<file path="src/rtl/systolic_drain.sv">
// systolic_drain: bottom-edge collector for the weight-stationary systolic array.
// Registers each column's result stream, removes the per-column skew so that one
// input row becomes one aligned vector, and buffers the vectors in a small FIFO
// with a valid/ready output. The array is never stalled: a vector arriving while
// the FIFO is full (and nothing pops) is dropped and flagged via 'overflow'.
// Optional feature macro: DRAIN_RELU_EN -- clamp negative column values to 0 at
// the FIFO write (no extra latency). Undefined: data is passed bit-exact.
module systolic_drain #(
    parameter int DATA_SIZE  = 32,
    parameter int COLS       = 4,
    parameter int SKEW       = 4,
    parameter int FIFO_DEPTH = 4
) (
    input  logic                      clk,
    input  logic                      reset_n,
    input  logic [COLS*DATA_SIZE-1:0] in_sum,
    input  logic [COLS-1:0]           in_valid,
    output logic [COLS*DATA_SIZE-1:0] out_vec,
    output logic                      out_valid,
    input  logic                      out_ready,
    output logic [15:0]               vec_count,
    output logic                      overflow,
    output logic                      skew_err
);

    localparam int VW = COLS * DATA_SIZE;
    localparam int AW = (FIFO_DEPTH > 1) ? $clog2(FIFO_DEPTH) : 1;
    localparam logic [AW:0]   FULL_CNT = (AW + 1)'(FIFO_DEPTH);
    localparam logic [AW:0]   ONE_CNT  = (AW + 1)'(1);
    localparam logic [AW-1:0] ONE_PTR  = AW'(1);

`ifdef DRAIN_RELU_EN
    // Negative two's-complement values are clamped to zero.
    function automatic logic [DATA_SIZE-1:0] relu(input logic signed [DATA_SIZE-1:0] x);
        logic [DATA_SIZE-1:0] y;
        y = x[DATA_SIZE-1] ? '0 : x;
        return y;
    endfunction
`endif

    // ---- stage p0: input capture ----
    logic [VW-1:0]   r_in_sum_p0;
    logic [COLS-1:0] r_in_vld_p0;

    // Register the bottom-row results every cycle.
    always_ff @(posedge clk) begin
        if (!reset_n) begin
            r_in_sum_p0 <= '0;
            r_in_vld_p0 <= '0;
        end else begin
            r_in_sum_p0 <= in_sum;
            r_in_vld_p0 <= in_valid;
        end
    end

    // ---- stage p1: deskewed column view ----
    logic [VW-1:0]   w_al_sum_p1;
    logic [COLS-1:0] w_al_vld_p1;

    // Earlier columns produce their result earlier, so they wait longer: column c
    // is delayed by (COLS-1-c)*SKEW cycles; the last column passes straight through.
    for (genvar c = 0; c < COLS; c++) begin : g_col
        localparam int D = (COLS - 1 - c) * SKEW;
        if (D == 0) begin : g_direct
            assign w_al_sum_p1[c*DATA_SIZE +: DATA_SIZE] = r_in_sum_p0[c*DATA_SIZE +: DATA_SIZE];
            assign w_al_vld_p1[c]                        = r_in_vld_p0[c];
        end else begin : g_line
            logic [DATA_SIZE-1:0] r_sum_line [D];
            logic [D-1:0]         r_vld_line;

            // Free-running shift line; never stalls so no result is lost in flight.
            always_ff @(posedge clk) begin
                if (!reset_n) begin
                    for (int k = 0; k < D; k++) begin
                        r_sum_line[k] <= '0;
                        r_vld_line[k] <= 1'b0;
                    end
                end else begin
                    r_sum_line[0] <= r_in_sum_p0[c*DATA_SIZE +: DATA_SIZE];
                    r_vld_line[0] <= r_in_vld_p0[c];
                    for (int k = 1; k < D; k++) begin
                        r_sum_line[k] <= r_sum_line[k-1];
                        r_vld_line[k] <= r_vld_line[k-1];
                    end
                end
            end

            assign w_al_sum_p1[c*DATA_SIZE +: DATA_SIZE] = r_sum_line[D-1];
            assign w_al_vld_p1[c]                        = r_vld_line[D-1];
        end
    end

    logic          w_all_vld;
    logic          w_any_vld;
    logic [VW-1:0] w_wr_vec;

    assign w_all_vld = &w_al_vld_p1;
    assign w_any_vld = |w_al_vld_p1;

`ifdef DRAIN_RELU_EN
    // Per-column clamp applied on the FIFO write data.
    always_comb begin
        w_wr_vec = '0;
        for (int c = 0; c < COLS; c++) begin
            w_wr_vec[c*DATA_SIZE +: DATA_SIZE] = relu(w_al_sum_p1[c*DATA_SIZE +: DATA_SIZE]);
        end
    end
`else
    assign w_wr_vec = w_al_sum_p1;
`endif

    // ---- stage p2: aligned-vector FIFO ----
    logic [VW-1:0] r_mem [FIFO_DEPTH];
    logic [AW-1:0] r_wptr;
    logic [AW-1:0] r_rptr;
    logic [AW:0]   r_count;
    logic [15:0]   r_vec_count;
    logic          r_overflow;
    logic          r_skew_err;

    logic w_pop;
    logic w_full;
    logic w_wr_en;
    logic w_drop;

    assign w_pop   = (r_count != '0) && out_ready;
    assign w_full  = (r_count == FULL_CNT);
    assign w_wr_en = w_all_vld && (!w_full || w_pop);
    assign w_drop  = w_all_vld && w_full && !w_pop;

    // Storage: written only when an aligned vector is accepted.
    always_ff @(posedge clk) begin
        if (reset_n && w_wr_en) begin
            r_mem[r_wptr] <= w_wr_vec;
        end
    end

    // Pointers, occupancy, pop counter and sticky error flags.
    always_ff @(posedge clk) begin
        if (!reset_n) begin
            r_wptr      <= '0;
            r_rptr      <= '0;
            r_count     <= '0;
            r_vec_count <= '0;
            r_overflow  <= 1'b0;
            r_skew_err  <= 1'b0;
        end else begin
            if (w_wr_en) begin
                r_wptr <= r_wptr + ONE_PTR;
            end
            if (w_pop) begin
                r_rptr      <= r_rptr + ONE_PTR;
                r_vec_count <= r_vec_count + 16'd1;
            end
            case ({w_wr_en, w_pop})
                2'b10:   r_count <= r_count + ONE_CNT;
                2'b01:   r_count <= r_count - ONE_CNT;
                default: r_count <= r_count;
            endcase
            if (w_drop) begin
                r_overflow <= 1'b1;
            end
            if (w_any_vld && !w_all_vld) begin
                r_skew_err <= 1'b1;
            end
        end
    end

    assign out_valid = (r_count != '0);
    assign out_vec   = out_valid ? r_mem[r_rptr] : '0;
    assign vec_count = r_vec_count;
    assign overflow  = r_overflow;
    assign skew_err  = r_skew_err;

endmodule

</file>
<file path="config.mk">
export PLATFORM = sky130hd
export DESIGN_NAME = systolic_drain
export DESIGN_NICKNAME = d
export VERILOG_FILES = /design/src/rtl/systolic_drain.sv
export SDC_FILE = /design/constraint.sdc
export NUM_CORES = 1
export LEC_CHECK = 0
export ABC_AREA = 1
export ABC_CLOCK_PERIOD_IN_PS = 10300
export CAP_MARGIN = 20
export CORE_MARGIN = 1.5
export CORE_UTILIZATION = 50
export CTS_CLUSTER_DIAMETER = 100
export DETAILED_ROUTE_END_ITERATION = 8
export HOLD_SLACK_MARGIN = 0.02
export PLACE_DENSITY = 0.78
export SETUP_SLACK_MARGIN = 0.15
export SYNTH_ARGS = -nofsm -noshare
export SYNTH_HDL_FRONTEND = slang
export SYNTH_SLANG_ARGS = --single-unit
</file>
<file path="constraint.sdc">
create_clock -name clk -period 10.3 [get_ports clk]
set_input_delay 1.545 -clock clk [delete_from_list [all_inputs] [get_ports clk]]
set_output_delay 1.545 -clock clk [all_outputs]
set_load 0.02 [all_outputs]
</file>
======== Yosys cells after proc, flatten, opt, wreduce, memory -nomap -nowiden ========
Memories as Yosys holds them, arrays and structs flattened. A register that Yosys moved wholly into a read port is not among the register bits.
Index checks and enable logic that the tools add are counted.
cells by class
  add/sub/neg operators ................... 5
  eq/ne operators ......................... 3
  multiplexer cells ....................... 32
  bitwise operators ....................... 24
  reductions and logical operators ........ 14
operator list
  operator                                             count
  2-to-1 mux 32 bit                                    24
  2-to-1 mux 128 bit                                   1
  OR 1 bit                                             24
  adder 16 x 1 -> 16 bit, second input constant        1
  logical AND 1 bit                                    6
  case mux 3 bit (2 select lines)                      1
  adder 2 x 1 -> 2 bit, second input constant          2
  2-to-1 mux 1 bit                                     4
  2-to-1 mux 2 bit                                     2
  AND reduction 4 bit                                  1
  OR reduction 4 bit                                   1
  adder 3 x 1 -> 3 bit, second input constant          1
  equality test 3 bit, second input constant           1
  logical NOT 1 bit                                    3
  nonzero test 3 bit                                   1
  subtractor 3 x 1 -> 3 bit, second input constant     1
  equality test 2 x 1 -> 1 bit, second input constant  1
  equality test 2 bit, second input constant           1
  nonzero test 2 bit                                   1
  logical OR 1 bit                                     1
storage, ports and cells
  flip-flop bits (word level) ............. 181
  memory bits (writable) .................. 1280
  output and inout port bits .............. 147
  logic and storage cells ................. 93
  memories kept ........................... 4
memory list
  memory                      depth  width  rd ports  clocked after Yosys merged registers in  write ports  RTL line  RTL
  r_mem                       4      128    1         1                                        1            113       logic [VW-1:0] r_mem [FIFO_DEPTH];
  g_col[0].g_line.r_sum_line  12     32     12        0                                        12           68        logic [DATA_SIZE-1:0] r_sum_line [D];
  g_col[1].g_line.r_sum_line  8      32     8         0                                        8            68
  g_col[2].g_line.r_sum_line  4      32     4         0                                        4            68

======== Depth between registers and ports, before layout ========
Gate-level depths: netlist of run 1.
  depth in word-level cells ............... 7
  mapped depth ............................ 10

======== Worst setup path after synthesis of run 1 ========
No wires, ideal clock.
  path kind ............................... input to register
  start ................................... input reset_n
  end ..................................... memory r_mem[0][0] (netlist name), enable pin
  library setup time ...................... 617 ps
  arrival ................................. 7395 ps
  data required time ...................... 9683 ps
  path slack .............................. 2288 ps
  cell stages on the path ................. 4
  buffers on the path ..................... 2
  cells stage by stage .................... buf_2 clkbuf_1 nand2_1 nor2_1
between the ends
  cells in the longest elaborated chain, start to end .. 3
ends and longest elaborated chain
  item                                    RTL line  RTL
  start, declared                         15        input logic reset_n,
  logical AND 1 bit                       133       if (reset_n && w_wr_en) begin
  2-to-1 mux 1 bit                        133
  2-to-1 mux 1 bit (not written as such)  134       r_mem[r_wptr] <= w_wr_vec;
  end, declared                           113
Every way passes these cells.

==> summary.txt, run 1 <==
Status
  – Status: finished clean

STA
  – Final Setup Violations: 0
  – Final Hold Fails: 0
  – Unrepaired setup endpoints after global routing: false
  – Period minus WS final: between 5 and 6 ns
  – Worst-Margin Slew: 1.10 ns
  – Min Hold Slack: 0.390 ns
  – Setup TNS: 0 ns
  – Rel. slew slack: 26.8%
  – Clock skew: 0.0241 ns
  – Tcrit/Tclk final: 55.6%
  – Fmax: 0.175 GHz
  – Max-slew violations: 0

Clocking
  – CTS resizes: 0
  – CTS sink cnt: approximately 1500
  – Worst-case clock buffer depth: 3
  – CTS Buf Count: 142
  – Clock latency on the worst-skew pair: 0.73 ns
  – Htree depth: 4
  – CTS tree: done
  – CTS hold repair buffers: 0
  – CTS root buf: clkbuf_16
  – Post-CTS setup buffers: 0
  – Worst-path clk slew: roughly 0.060 ns

Power
  – Sw Share: between 20% and 30%
  – Clock share of power: 37.0%
  – NetSw: 3810 µW
  – Pwr per Cell Area: 246 nW/µm²
  – Seq pwr share: 44.7%
  – Worst VDD drop: 0.202 mV
  – Int Power: 9850 µW
  – Share of power burned in combinational logic: 18.3%
  – LEAKAGE: between 0.02 and 0.03 µW

Place
  – DP HPWL: ~46 mm
  – IO buf count: around 280
  – Final GP Congestion: 0.783

Finish
  – Layout cell share with drive strength beyond 1: about 5.4%
  – Area taken by multi-input logic gates: 8130 µm²
  – Final Util: 59.4%
  – Register area: 34400 µm²
  – Fill count: 7512
  – Most common cell after layout, fill and taps aside: nand2_1
  – P&R area growth vs syn: 17.3%
  – Nets: 4977
  – Most frequent cells in the layout: nand2_1 (970), inv_1 (952), dfxtp_1 (949), nor2_1 (535), edfxtp_1 (512)

GRT
  – Met3 Usage GRT: 3.26%
  – Overflow after GRT: 0
  – Initial antenna violation count: 0
  – Routing usage on met2: 28.7%
  – Global-route wire length before repair: 136 mm
  – Vias in the first global route: 26318
  – All-Layer GR Usage: 17.4%
  – Most crowded layer after global routing: met2
  – Largest net degree at the start of global routing: approximately 240
  – Met1 usage: around 23%

Floorplan
  – Initial Utilization: 50.6%
  – Die width: around 310 µm
  – Die area: 96400 µm²
  – Die Ht: 311 µm
  – # IOs: 282
  – Core area: about 93000 µm²
  – Core Rows: 112

Synthesis
  – Seq/Total Area, Yosys: between 70 and 80%
  – Compound-gate portion of the synthesized area: 4.52%
  – Synth cell types: 36
  – Synthesis Warnings: 0
  – Mapped Area: 47300 µm²
  – XOR/XNOR Fraction of Synth Area: 0.0185%
  – Post-synthesis instance total: 4595
  – FF+latch count, synth: roughly 1500
  – Simple-gate area share of the yosys netlist: 12.4%
  – Adder-cell share of the synthesized area: 0.175%
  – Post-Syn Area per Cell: 10.3 µm²
  – Mux contribution to synthesized area: 0%
  – Syn_nets: ~4700
  – Combinational family with the most area after synthesis: simple AND/OR/NAND/NOR gates

Hold path
  – Hold depth: 2
  – WHS Endpoint: g_col[0].g_line.r_sum_line[1][116]
  – Hold WC Path Type: reg -> reg
  – Hold wc startpoint: g_col[0].g_line.r_sum_line[1][84]

Worst setup path
  – FF-to-FF Start: g_col[0].g_line.r_vld_line[11]
  – RR Endpoint: r_mem[2][6]
  – Slowest CP cell: inv_6
  – Critical path fanouts, max: 126
  – WP data arrival: 4.18 ns
  – Worst path cell trace: inv_6, buf_4, buf_12, o21ai_0, a21oi_1, clkdlybuf4s50_1
  – CP required: 8.76 ns
  – Critical path class: reg -> out
  – Critical Path End Type: primary output
  – FF-to-FF setup slack: 6.96 ns
  – Slowest stage delay, CP: 0.70 ns
  – Worst path bufs/invs: 4
  – Kind of start point of the critical path: flip-flop
  – Top delay family on crit path: buffers and inverters
  – R2R depth: 8

Route
  – Drt drc: 0
  – DR pass1 iterations: 5
  – DR vias: 27482
  – Final WL: 84.2 mm
  – DR vias/cell: 4.43
  – Initial DRC Count: 2128
  – Post-DRT Antenna Nets: 0
  – WL per Instance: around 14 µm

Run
  – Max-capacitance violation count: 0
-- worst reg2reg max path: cells and delay by family, from the launching register on --
family / cells / cell delay (ns)
buffers and inverters: 3 / 1.73
DFF: 1 / 0.33
and+or+nand+nor: 5 / 0.79
-- Yosys cell counts --
master	instances	area, µm²
a21boi_0	1	7.51
a21oi_1	146	731
a2bb2oi_1	1	8.76
a31oi_1	2	12.5
buf_1	8	30.0
buf_2	115	576
buf_4	11	82.6
buf_6	26	293
clkbuf_1	22	82.6
clkbuf_2	24	120
clkinv_1	1	3.75
dfxtp_1	951	19000
edfxtp_1	512	15400
fa_1	1	20.0
ha_1	5	62.6
inv_1	954	3580
inv_2	3	11.3
nand2_1	970	3640
nand2_2	7	43.8
nand2_4	1	11.3
nand2_8	1	20.0
nand3_1	8	40.0
nand3_2	1	10.0
nand3b_1	1	7.51
nand4_1	2	12.5
nor2_1	539	2020
nor2_2	3	18.8
nor2_4	3	33.8
nor3_1	1	5.00
o21a_1	1	7.51
o21ai_0	243	1220
o21ai_1	27	135
o21ai_2	1	8.76
o21bai_2	1	11.3
or3_1	1	6.26
xnor2_1	1	8.76
-- sequential cells by signal, summed over array words and instances (netlist names), 2 cells and up, named ones only --
name                     flops
g_col.g_line.r_sum_line    768
r_mem                      512
r_in_sum_p0                128
g_col.g_line.r_vld_line     24
vec_count                   16
r_in_vld_p0                  4
r_count                      3
r_rptr                       2
r_wptr                       2
-- final cells by class --
type                    count  area share, %
repair buffers            303           5.54
clock buffers             204           7.31
clock inverters            58           1.15
flip-flops and latches   1463           62.0
multi-input cells        1968           14.7
well taps                1254           2.83
inverters                 958           6.50
diodes                      1        0.00451
-- power by group through the flow --
stage | clock (µW) | sequential, µW | combinational (µW)
global route | 5430 | 6110 | 2690
floorplan | 0 | 6180 | 1580
global placement | 0 | 6230 | 2480
finish | 5060 | 6110 | 2510
CTS | 5180 | 6110 | 2530
detailed placement | 0 | 6230 | 2500
-- routing by layer --
metal	up-vias	wire, µm	part of all wire (%)
li1	14262	-	-
met1	12406	37700	45
met2	673	39900	47
met3	141	4490	5.3
met4	0	2120	2.5
met5	-	0	0
-- kinds of logic after synthesis --
logic type               Yosys count
AO/OA/AOI/OAI                    423
XOR/XNOR                           1
adder cells (fa/ha/maj)            6
buffers and inverters           1164
flip-flops                      1463
AND/OR/NAND/NOR                 1538
-- how the worst max path moves through the flow --
stage               startpoint          end  slack, ns  cells after the start
floorplan              reset_n  r_mem[0][0]       2.29                      4
global placement     flip-flop  out_vec[52]       5.15                      5
detailed placement   flip-flop  out_vec[55]       5.09                      5
CTS                  flip-flop  out_vec[55]       4.27                      5
finish               flip-flop   out_vec[0]       4.58                      6
global route         flip-flop   out_vec[0]       4.29                      6
-- metrics by stage --
stage | worst slack [ns] | cells | cell area [µm²] | total power (µW)
CTS | 4.27 | 6205 | 55400 | 13800
detailed placement | 5.09 | 5943 | 50700 | 8730
global route | 4.29 | 6208 | 55500 | 14200
floorplan | 2.29 | 4595 | 47300 | 7760
finish | 4.58 | 6209 | 55500 | 13700
global placement | 5.15 | 5943 | 50700 | 8710
Power figures use the tool's default switching activity.
==> inputs of run 2 (changes only) <==
--- a/config.mk
+++ b/config.mk
@@ -6,14 +6,14 @@
 export NUM_CORES = 1
 export LEC_CHECK = 0
 export ABC_AREA = 1
-export ABC_CLOCK_PERIOD_IN_PS = 10300
+export ABC_CLOCK_PERIOD_IN_PS = 5200
 export CAP_MARGIN = 20
 export CORE_MARGIN = 1.5
 export CORE_UTILIZATION = 50
 export CTS_CLUSTER_DIAMETER = 100
 export DETAILED_ROUTE_END_ITERATION = 8
 export HOLD_SLACK_MARGIN = 0.02
-export PLACE_DENSITY = 0.78
+export PLACE_DENSITY = 0.81
 export SETUP_SLACK_MARGIN = 0.15
 export SYNTH_ARGS = -nofsm -noshare
 export SYNTH_HDL_FRONTEND = slang
==> constraint.sdc (replaced) <==
create_clock -name clk -period 5.2 [get_ports clk]
set_input_delay 0.78 -clock clk [delete_from_list [all_inputs] [get_ports clk]]
set_output_delay 0.78 -clock clk [all_outputs]
set_load 0.02 [all_outputs]
==> run 2 against run 1 <==
  * Combinational power is 100% higher
  * Flip-flop and latch count stayed put
  * Worst hold slack worse by 0.0018 ns
  * Setup slack worse by 3.8 ns
  * Utilization is 0.36 points higher
  * Sequential share of layout area is 0.38 points lower
  * Global-route usage is 0.51 points higher
  * Clock power is 110% higher
  * Register-to-register slack worse by 4.4 ns
  * Critical endpoint is now out_vec[4]
==> summary.txt, run 2 (synthesis results as in run 1) <==
Run
  – Max-capacitance violation count: 0 (unchanged)

Floorplan
  – Die width: 311 µm (unchanged)
  – Core area: 93500 µm² (unchanged)
  – Initial Utilization: 50.6% (unchanged)
  – Die Ht: 311 µm (unchanged)
  – # IOs: 282 (unchanged)
  – Core Rows: 112 (unchanged)
  – Die area: 96400 µm² (unchanged)

Clocking
  – CTS Buf Count: 144 (+1.4%)
  – Post-CTS setup buffers: 0 (unchanged)
  – CTS hold repair buffers: 0 (unchanged)
  – CTS sink cnt: 1463 (unchanged)
  – CTS tree: done
  – CTS resizes: 0 (unchanged)
  – Clock latency on the worst-skew pair: 0.73 ns (about the same)
  – CTS root buf: clkbuf_16
  – Worst-case clock buffer depth: 3 (unchanged)
  – Htree depth: 4 (unchanged)
  – Worst-path clk slew: 0.06 ns (about the same)

Route
  – DR vias/cell: 4.47 (+0.90%)
  – DR pass1 iterations: 6 (+1)
  – Post-DRT Antenna Nets: 0 (unchanged)
  – WL per Instance: 14.0 µm (+3.1%)
  – Final WL: 87.1 mm (+3.4%)
  – Initial DRC Count: 2214 (+4.0%)
  – Drt drc: 0 (unchanged)
  – DR vias: 27815 (+1.2%)

Worst setup path
  – Kind of start point of the critical path: flip-flop
  – Critical path fanouts, max: 118 (-6.3%)
  – R2R depth: 7 (-1)
  – Critical path class: reg -> out
  – FF-to-FF Start: r_in_vld_p0[3]
  – FF-to-FF setup slack: 2.55 ns (-4.41 ns)
  – Critical Path End Type: primary output
  – RR Endpoint: r_mem[0][72]
  – CP required: 4.42 ns (-4.34 ns)
  – WP data arrival: 3.66 ns (-0.52 ns)

STA
  – Final Hold Fails: 0 (unchanged)
  – Fmax: between 0.2 and 0.25 GHz
  – Worst-Margin Slew: 1.06 ns (-0.0332 ns)
  – Unrepaired setup endpoints after global routing: false
  – Period minus WS final: 4.44 ns
  – Tcrit/Tclk final: between 80% and 90%
  – Clock skew: 0.0210 ns (-0.00313 ns)
  – Setup TNS: 0 ns (unchanged)
  – Final Setup Violations: 0 (unchanged)
  – Max-slew violations: 0 (unchanged)
  – Rel. slew slack: 29.0% (+2.2 points)

Place
  – DP HPWL: 48.7 mm (+4.8%)
  – Placed Cells: 5951 (+0.13%)
  – IO buf count: 281 (unchanged)
  – Final GP Congestion: 0.803 (+2.6%)

Finish
  – Most common cell after layout, fill and taps aside: nand2_1
  – Most frequent cells in the layout: nand2_1 (970), inv_1 (952), dfxtp_1 (949), nor2_1 (535), edfxtp_1 (512)
  – Biggest register: g_col.g_line.r_sum_line
  – Non-Filler Instances: 6228 (+0.31%)
  – Layout cell share with drive strength beyond 1: 5.68% (+0.29 points)
  – Max reg flops: 768 (unchanged)
  – Nets: 4986 (+0.18%)
  – P&R area growth vs syn: 18.1%
  – Largest regs: g_col.g_line.r_sum_line: 768 flops, r_mem: 512 flops, r_in_sum_p0: 128 flops

GRT
  – Initial antenna violation count: 6 (+6)
  – Overflow after GRT: 0 (unchanged)
  – Global-route wire length before repair: 138 mm (+1.9%)
  – Largest net degree at the start of global routing: 226 (-7.0%)
  – All-Layer GR Usage: 17.9% (+0.51 points)
  – Vias in the first global route: 26919 (+2.3%)

Power
  – Worst VDD drop: 0.433 mV (+110%)
  – LEAKAGE: 0.0275 µW (+0.65%)
  – Pwr per Cell Area: 492 nW/µm² (+100%)
  – Pwr Total: 27500 µW (+100%)

Hold path
  – Hold wc startpoint: reset_n
  – WHS Endpoint: g_col[0].g_line.r_vld_line[11]
  – Hold WC Path Type: in -> reg
  – Hold depth: 3 (+1)

Status
  – Status: finished clean
## run 2: how the worst max path moves through the flow
stage,to,slack [ns],cells after the start
after floorplan,r_mem[0][0],0.06,4
after CTS,out_vec[83],0.69,5
after detailed placement,out_vec[83],1.52,5
after global placement,out_vec[4],1.57,6
after global routing,out_vec[4],0.54,5
final,out_vec[4],0.76,5
## run 2: per-stage QoR
step           hold slack [ns]  setup WS (ns)  instance area, µm²  utilization, %
2_1_floorplan            0.390         0.0646               47300               -
3_3_place_gp             0.392           1.57               50900            54.4
3_5_place_dp             0.395           1.52               50900            54.4
4_1_cts                  0.333          0.693               55800            59.7
5_1_grt                  0.367          0.537               55800            59.7
6_report                 0.388          0.761               55800            59.7
## run 2: layout make-up
class                      instances  area, µm²
clock buffer                     210       4150
fill                            7371      37600
clock inverter                    59        729
timing repair buffer             310       3220
tap                             1254       1570
antenna                            6       15.0
multi-input combinational       1968       8130
sequential                      1463      34400
inverter                         958       3610
## run 2: metal layers
| layer | vias to the layer above | share of wire (%) | wire length, µm | track usage, % |
|---|---|---|---|---|
| met3 | 186 | 5.9 | 5150 | 3.39 |
| met1 | 12527 | 43 | 37300 | 22.5 |
| met5 | - | 0 | 0 | 0 |
| met2 | 824 | 48 | 41500 | 29.8 |
| li1 | 14278 | - | - | - |
| met4 | 0 | 3.6 | 3120 | 8.50 |
## run 2: report_power, final
part,switching (µW),internal (µW),leakage [µW]
Clock,4240,6120,0.00240
Sequential,112,11900,0.0124
Combinational,3220,1820,0.0126
## run 2: critical path, stage by stage, from the launching register on
cell and delay [ns]:
dfxtp_4 0.48, inv_6 0.66, buf_4 0.61, o21ai_0 0.17, a21oi_1 0.25, clkdlybuf4s50_1 0.69
